$ cat src/rtl/input_vector_fifo.sv
// Show-ahead FIFO for N-lane trace vectors with eof tags: registered head
// outputs, occupancy/space status, and sticky overflow with a saturating drop count.
module input_vector_fifo #(
    parameter int N          = 8,
    parameter int DATA_WIDTH = 32,
    parameter int IB_DEPTH   = 4,
    parameter int CNT_WIDTH  = $clog2(IB_DEPTH + 1)
) (
    input  logic                           clk_in,
    input  logic                           rst_in,
    input  logic                           valid_in,
    input  logic                           eof_in,
    input  logic [N-1:0][DATA_WIDTH-1:0]   vector_in,
    input  logic                           ready_in,
    output logic                           valid_out,
    output logic                           eof_out,
    output logic [N-1:0][DATA_WIDTH-1:0]   vector_out,
    output logic                           ready_out,
    output logic [CNT_WIDTH-1:0]           occupancy_out,
    output logic                           overflow_out,
    output logic [15:0]                    drop_count_out
);

    localparam int                   PTR_WIDTH = (IB_DEPTH > 1) ? $clog2(IB_DEPTH) : 1;
    localparam logic [PTR_WIDTH-1:0] PTR_LAST  = PTR_WIDTH'(IB_DEPTH - 1);
    localparam logic [CNT_WIDTH-1:0] DEPTH_C   = CNT_WIDTH'(IB_DEPTH);

    // Explicit wrap so non-power-of-two depths stay inside the storage range.
    function automatic logic [PTR_WIDTH-1:0] ptr_inc(input logic [PTR_WIDTH-1:0] ptr);
        if (ptr == PTR_LAST) begin
            return {PTR_WIDTH{1'b0}};
        end else begin
            return ptr + PTR_WIDTH'(1);
        end
    endfunction

    logic [N-1:0][DATA_WIDTH-1:0] data_mem_r [IB_DEPTH];
    logic [IB_DEPTH-1:0]          eof_mem_r;

    logic [PTR_WIDTH-1:0]         wr_ptr_r;
    logic [PTR_WIDTH-1:0]         rd_ptr_r;
    logic [CNT_WIDTH-1:0]         count_r;
    logic                         valid_r;
    logic                         eof_r;
    logic [N-1:0][DATA_WIDTH-1:0] vector_r;
    logic                         ready_r;
    logic                         overflow_r;
    logic [15:0]                  drop_count_r;

    logic                         has_space_s;
    logic                         push_s;
    logic                         drop_s;
    logic                         pop_s;
    logic [PTR_WIDTH-1:0]         wr_ptr_next_s;
    logic [PTR_WIDTH-1:0]         rd_ptr_next_s;
    logic [CNT_WIDTH-1:0]         avail_s;
    logic [CNT_WIDTH-1:0]         count_next_s;

    // Handshake decode, pointer advance and next occupancy from pre-edge state.
    always_comb begin
        has_space_s   = (count_r < DEPTH_C);
        push_s        = valid_in && has_space_s;
        drop_s        = valid_in && !has_space_s;
        pop_s         = valid_r && ready_in;
        wr_ptr_next_s = wr_ptr_r;
        rd_ptr_next_s = rd_ptr_r;
        if (push_s) begin
            wr_ptr_next_s = ptr_inc(wr_ptr_r);
        end else begin
            wr_ptr_next_s = wr_ptr_r;
        end
        if (pop_s) begin
            rd_ptr_next_s = ptr_inc(rd_ptr_r);
            avail_s       = count_r - CNT_WIDTH'(1);
        end else begin
            rd_ptr_next_s = rd_ptr_r;
            avail_s       = count_r;
        end
        case ({push_s, pop_s})
            2'b10:   count_next_s = count_r + CNT_WIDTH'(1);
            2'b01:   count_next_s = count_r - CNT_WIDTH'(1);
            default: count_next_s = count_r;
        endcase
    end

    // Storage array; contents are meaningless until written, so no reset.
    always_ff @(posedge clk_in) begin
        if (push_s) begin
            data_mem_r[wr_ptr_r] <= vector_in;
            eof_mem_r[wr_ptr_r]  <= eof_in;
        end
    end

    // Pointers, occupancy and overflow bookkeeping.
    always_ff @(posedge clk_in or posedge rst_in) begin
        if (rst_in) begin
            wr_ptr_r     <= {PTR_WIDTH{1'b0}};
            rd_ptr_r     <= {PTR_WIDTH{1'b0}};
            count_r      <= {CNT_WIDTH{1'b0}};
            ready_r      <= 1'b1;
            overflow_r   <= 1'b0;
            drop_count_r <= 16'h0000;
        end else begin
            wr_ptr_r <= wr_ptr_next_s;
            rd_ptr_r <= rd_ptr_next_s;
            count_r  <= count_next_s;
            ready_r  <= (count_next_s < DEPTH_C);
            if (drop_s) begin
                overflow_r <= 1'b1;
                if (drop_count_r != 16'hFFFF) begin
                    drop_count_r <= drop_count_r + 16'h0001;
                end
            end
        end
    end

    // Head register: reloads from the entry at the post-pop read pointer, so an
    // entry written at edge t is first visible after edge t+1.
    always_ff @(posedge clk_in or posedge rst_in) begin
        if (rst_in) begin
            valid_r  <= 1'b0;
            eof_r    <= 1'b0;
            vector_r <= '0;
        end else begin
            valid_r <= (avail_s != {CNT_WIDTH{1'b0}});
            if (avail_s != {CNT_WIDTH{1'b0}}) begin
                vector_r <= data_mem_r[rd_ptr_next_s];
                eof_r    <= eof_mem_r[rd_ptr_next_s];
            end
        end
    end

    assign valid_out      = valid_r;
    assign eof_out        = eof_r;
    assign vector_out     = vector_r;
    assign ready_out      = ready_r;
    assign occupancy_out  = count_r;
    assign overflow_out   = overflow_r;
    assign drop_count_out = drop_count_r;

endmodule

$ cat config.mk
export PLATFORM = sky130hd
export DESIGN_NAME = input_vector_fifo
export DESIGN_NICKNAME = d
export VERILOG_FILES = /design/src/rtl/input_vector_fifo.sv
export SDC_FILE = /design/constraint.sdc
export NUM_CORES = 1
export LEC_CHECK = 0
export ABC_AREA = 1
export CAP_MARGIN = 20
export CORE_ASPECT_RATIO = 1.4
export CORE_MARGIN = 1
export CORE_UTILIZATION = 35
export DETAILED_ROUTE_END_ITERATION = 10
export HOLD_SLACK_MARGIN = 0.08
export SETUP_SLACK_MARGIN = 0.02
export SLEW_MARGIN = 20
export SYNTH_ARGS = -nofsm -noshare
export SYNTH_HDL_FRONTEND = slang
export SYNTH_SLANG_ARGS = --single-unit
export TNS_END_PERCENT = 100
$ cat constraint.sdc
create_clock -name clk_in -period 17.2 [get_ports clk_in]
set_clock_uncertainty 0.1 [all_clocks]
set_input_delay 5.16 -clock clk_in [delete_from_list [all_inputs] [get_ports clk_in]]
set_output_delay 5.16 -clock clk_in [all_outputs]
set_load 0.01 [all_outputs]
==> metrics.txt <==
flop2flop setup slack between 10 and 15 ns; TritonCTS clock tree yes; most common cell in the netlist nand2_1; Final setup viols 0; register area about 38000 sq um; vias in the first global route slightly below 40000; switching share of power between 30 and 40%; count of flip-flops with a built-in enable after synthesis between 1000 and 1500; FF-to-FF Start rd_ptr_r[0]$_DFF_PP0_; Worst R2R End vector_out[86]$_DFFE_PP0P_; CP Class input pin to flop; clock share of power roughly 24%; Core ar. 157000 sq um; fin nets around 6000; Antenna Violating Nets Remaining 0; Netlist Area Pre-Place between 50000 and 60000 sq um; worst slew pin tran between 1 and 1.5 ns; post-route cell area roughly 67000 sq um; vias per cell slightly below 5; Ys Warns 0; crit path time final between 8 and 9 ns; worst path required time between 15 and 20 ns; status finished, final reports clean; pre-CTS setup slack about 7.6 ns; Final period util between 50% and 60%; post-synthesis simple-gate area fraction 21.1%; Critical-path top delay cell nand2_8; Int Power 7.52 mW; vias 38800; setup ws final ~8.4 ns; Worst setup startpoint ready_in; Final TNS setup 0 ns; # Max-Cap Violations 0; share of the synthesized area in the top cell type between 50% and 60%; pwr dens about 180 nW/um^2; most frequent CP cell nand2_1; PortBufs 539; HPWL after DPL ~84 mm; post-DR wirelength/cell around 19 microns; Slew Limit Fails 0; FFs w/ async S/R, synth a little over a fifth; post-cts sizing count 0; clk buf depth 3; global route overflow 0; clock latency on the worst-skew pair between 0.7 and 0.8 ns; Post-synth top flop edfxtp_1; final wirelength 153 mm; sequential share of power a little over a third; Setup Buffers After CTS 0; clock-pin slew on the worst setup and hold paths about 0.060 ns; Hold Fails Final Rpt 0; Fmax ~0.11 GHz; Comb power frac 39.2%; Slowest Stage Delay on Critical Path 0.79 ns; switching power 4.72 mW; post-synth cell types 25; RSZ-0062 raised after global routing no; worst rel slew slack roughly a quarter; cells along the critical path clkdlybuf4s50_1 -> nand2_4 -> inv_2 -> nand2_8 -> nand2_8 -> buf_4 -> buf_4 -> nand2_1 -> nand3_1 -> nand2_1 -> nand2_1 -> nand2_1; area grow syn2layout 20.7%; Pleak slightly below 30 nW; GRT Util Overall about a fifth; Ports 540; worst-path fanout max around 130; register bit count reported by yosys 1311; multiplexer share of the synthesized area 0%; cells after synthesis 5403; Hold/Removal Path Class flop to flop; Synth area leaders edfxtp_1 (56%), dfrtp_1 (13%), nand3_1 (12%), nand2_1 (9.2%), inv_1 (7.1%); clk sinks about 1300; Synth Area in Adders less than 1%; Initial DRC Count between 2000 and 2500; die width 339 microns; ratio of cells with drive above 1 in the final layout between 4 and 5%; post-synthesis compound-gate area fraction less than 1%; crit path capture type flop; Seq/Total Area, Yosys roughly 68%; Commonest cells post-synth nand2_1 (1357), nand3_1 (1293), inv_1 (1056); R2R depth 11; Die Area ~160000 sq um; Hold Buf Count CTS 0; DR pass1 iterations 5; largest family of logic cells by synthesized area simple AND/OR/NAND/NOR gates; Initial Util a little over a third; initial antenna violation count 35; Worst setup SP type input pin; first-pass GRT wire length between 200 and 250 mm; CTS Buf Count between 100 and 150; Max IR drop VDD approximately 0.28 mV; Die Y 474 microns; Core Util, Final around 43%; Std-Cell Rows 172; crit path DAT 9.41 ns; area occupied by multi-input gates 12200 sq um; CP endpoint vector_out[86]$_DFFE_PP0P_; Synth Area in XOR/XNOR less than 1%; post-synth net total between 5000 and 6000; H-tree depth 4; Yosys top cell by area edfxtp_1; mean area per synthesized cell around 10 sq um; drt drc 0; fill cell count roughly 15000; CTS Root Cell clkbuf_16; largest net degree at the start of global routing ~150; Placed Area 62600 sq um; RD Place Congestion roughly 0.8
sequential cells by signal, indices dropped and copies added (netlist names), named ones only:
register and count:
data_mem_r 1024, drop_count_out 16, eof_mem_r 4, eof_out 1, occupancy_out 2, overflow_out 1, rd_ptr_r 2, ready_out 1
valid_out 1, vector_out 256, wr_ptr_r 2
worst min-delay path by stage:
stage / start / endpoint / slack (ns) / cells past startpoint
after floorplan: overflow_out$_DFFE_PP0P_ / overflow_out$_DFFE_PP0P_ / 0.41 / 1
after global placement: vector_out[36]$_DFFE_PP0P_ / vector_out[36]$_DFFE_PP0P_ / 0.36 / 2
after detailed placement: overflow_out$_DFFE_PP0P_ / overflow_out$_DFFE_PP0P_ / 0.36 / 1
after CTS: overflow_out$_DFFE_PP0P_ / overflow_out$_DFFE_PP0P_ / 0.37 / 1
after global routing: overflow_out$_DFFE_PP0P_ / overflow_out$_DFFE_PP0P_ / 0.39 / 1
final: overflow_out$_DFFE_PP0P_ / overflow_out$_DFFE_PP0P_ / 0.37 / 1
kinds of logic (layout without fill, tap and decap cells):
logic type | count (synthesis) | in the layout
and+or+nand+nor | 2684 | 2684
AOI/OAI and AO/OA | 14 | 14
other | 0 | 11
DFF | 1311 | 1311
adders and majority gates | 11 | 11
buffers and inverters | 1371 | 1895
xor gates and xnor gates | 12 | 12
power by group through the flow:
| stage | registers [mW] | logic, mW | clock network (mW) |
|---|---|---|---|
| after floorplan | 4.77 | 2.82 | 0 |
| after global placement | 4.53 | 4.78 | 0 |
| after detailed placement | 4.54 | 4.82 | 0 |
| after CTS | 4.48 | 4.85 | 3.03 |
| after global routing | 4.54 | 5.33 | 3.16 |
| final | 4.48 | 4.79 | 2.97 |
worst max-delay path, delay by kind of cell:
kind	cells	cell delay, ns
buffers and inverters	4	2.18
and+or+nand+nor	8	1.85
area by class of cell:
type / instances / share of cell area [%]
Clock inverter: 46 / 0.882
Inverter: 1060 / 5.96
Clock buffer: 200 / 5.81
Antenna cell: 11 / 0.0410
Sequential cell: 1311 / 56.5
Timing Repair Buffer: 589 / 8.74
Tap cell: 2088 / 3.89
Multi-Input combinational cell: 2721 / 18.1
layout by cell type (no fill, tap or decap), types with 4 or more instances in the layout:
| cell type | instances |
|---|---|
| nand4_1 | 6 |
| buf_4 | 43 |
| nand2_8 | 4 |
| edfxtp_1 | 1028 |
| buf_12 | 6 |
| nand2_1 | 1355 |
| clkbuf_16 | 140 |
| clkbuf_1 | 43 |
| nand3_1 | 1293 |
| ha_1 | 11 |
| dfrtp_1 | 282 |
| inv_8 | 4 |
| bufinv_16 | 11 |
| nor2_4 | 4 |
| clkbuf_8 | 17 |
| clkinv_2 | 18 |
| clkinv_1 | 5 |
| o21ai_0 | 10 |
| xnor2_1 | 10 |
| clkdlybuf4s50_1 | 539 |
| diode_2 | 11 |
| inv_1 | 1055 |
| nor2_1 | 17 |
layer usage:
layer / wire length [microns] / vias to the layer above / track usage, %
li1: - / 18200 / -
met1: 64100 / 19100 / 23.9
met2: 73800 / 1172 / 31.7
met3: 11000 / 282 / 4.36
met4: 3450 / 54 / 6.30
met5: 353 / - / 0
through the flow:
stage	total power, mW	instances	hold slack (ns)
floorplan	7.59	5403	0.412
global placement	9.31	7768	0.362
detailed placement	9.36	7768	0.359
CTS	12.4	8014	0.373
global route	13.0	8021	0.386
finish	12.2	8026	0.375
Power figures use the tool's default switching activity.
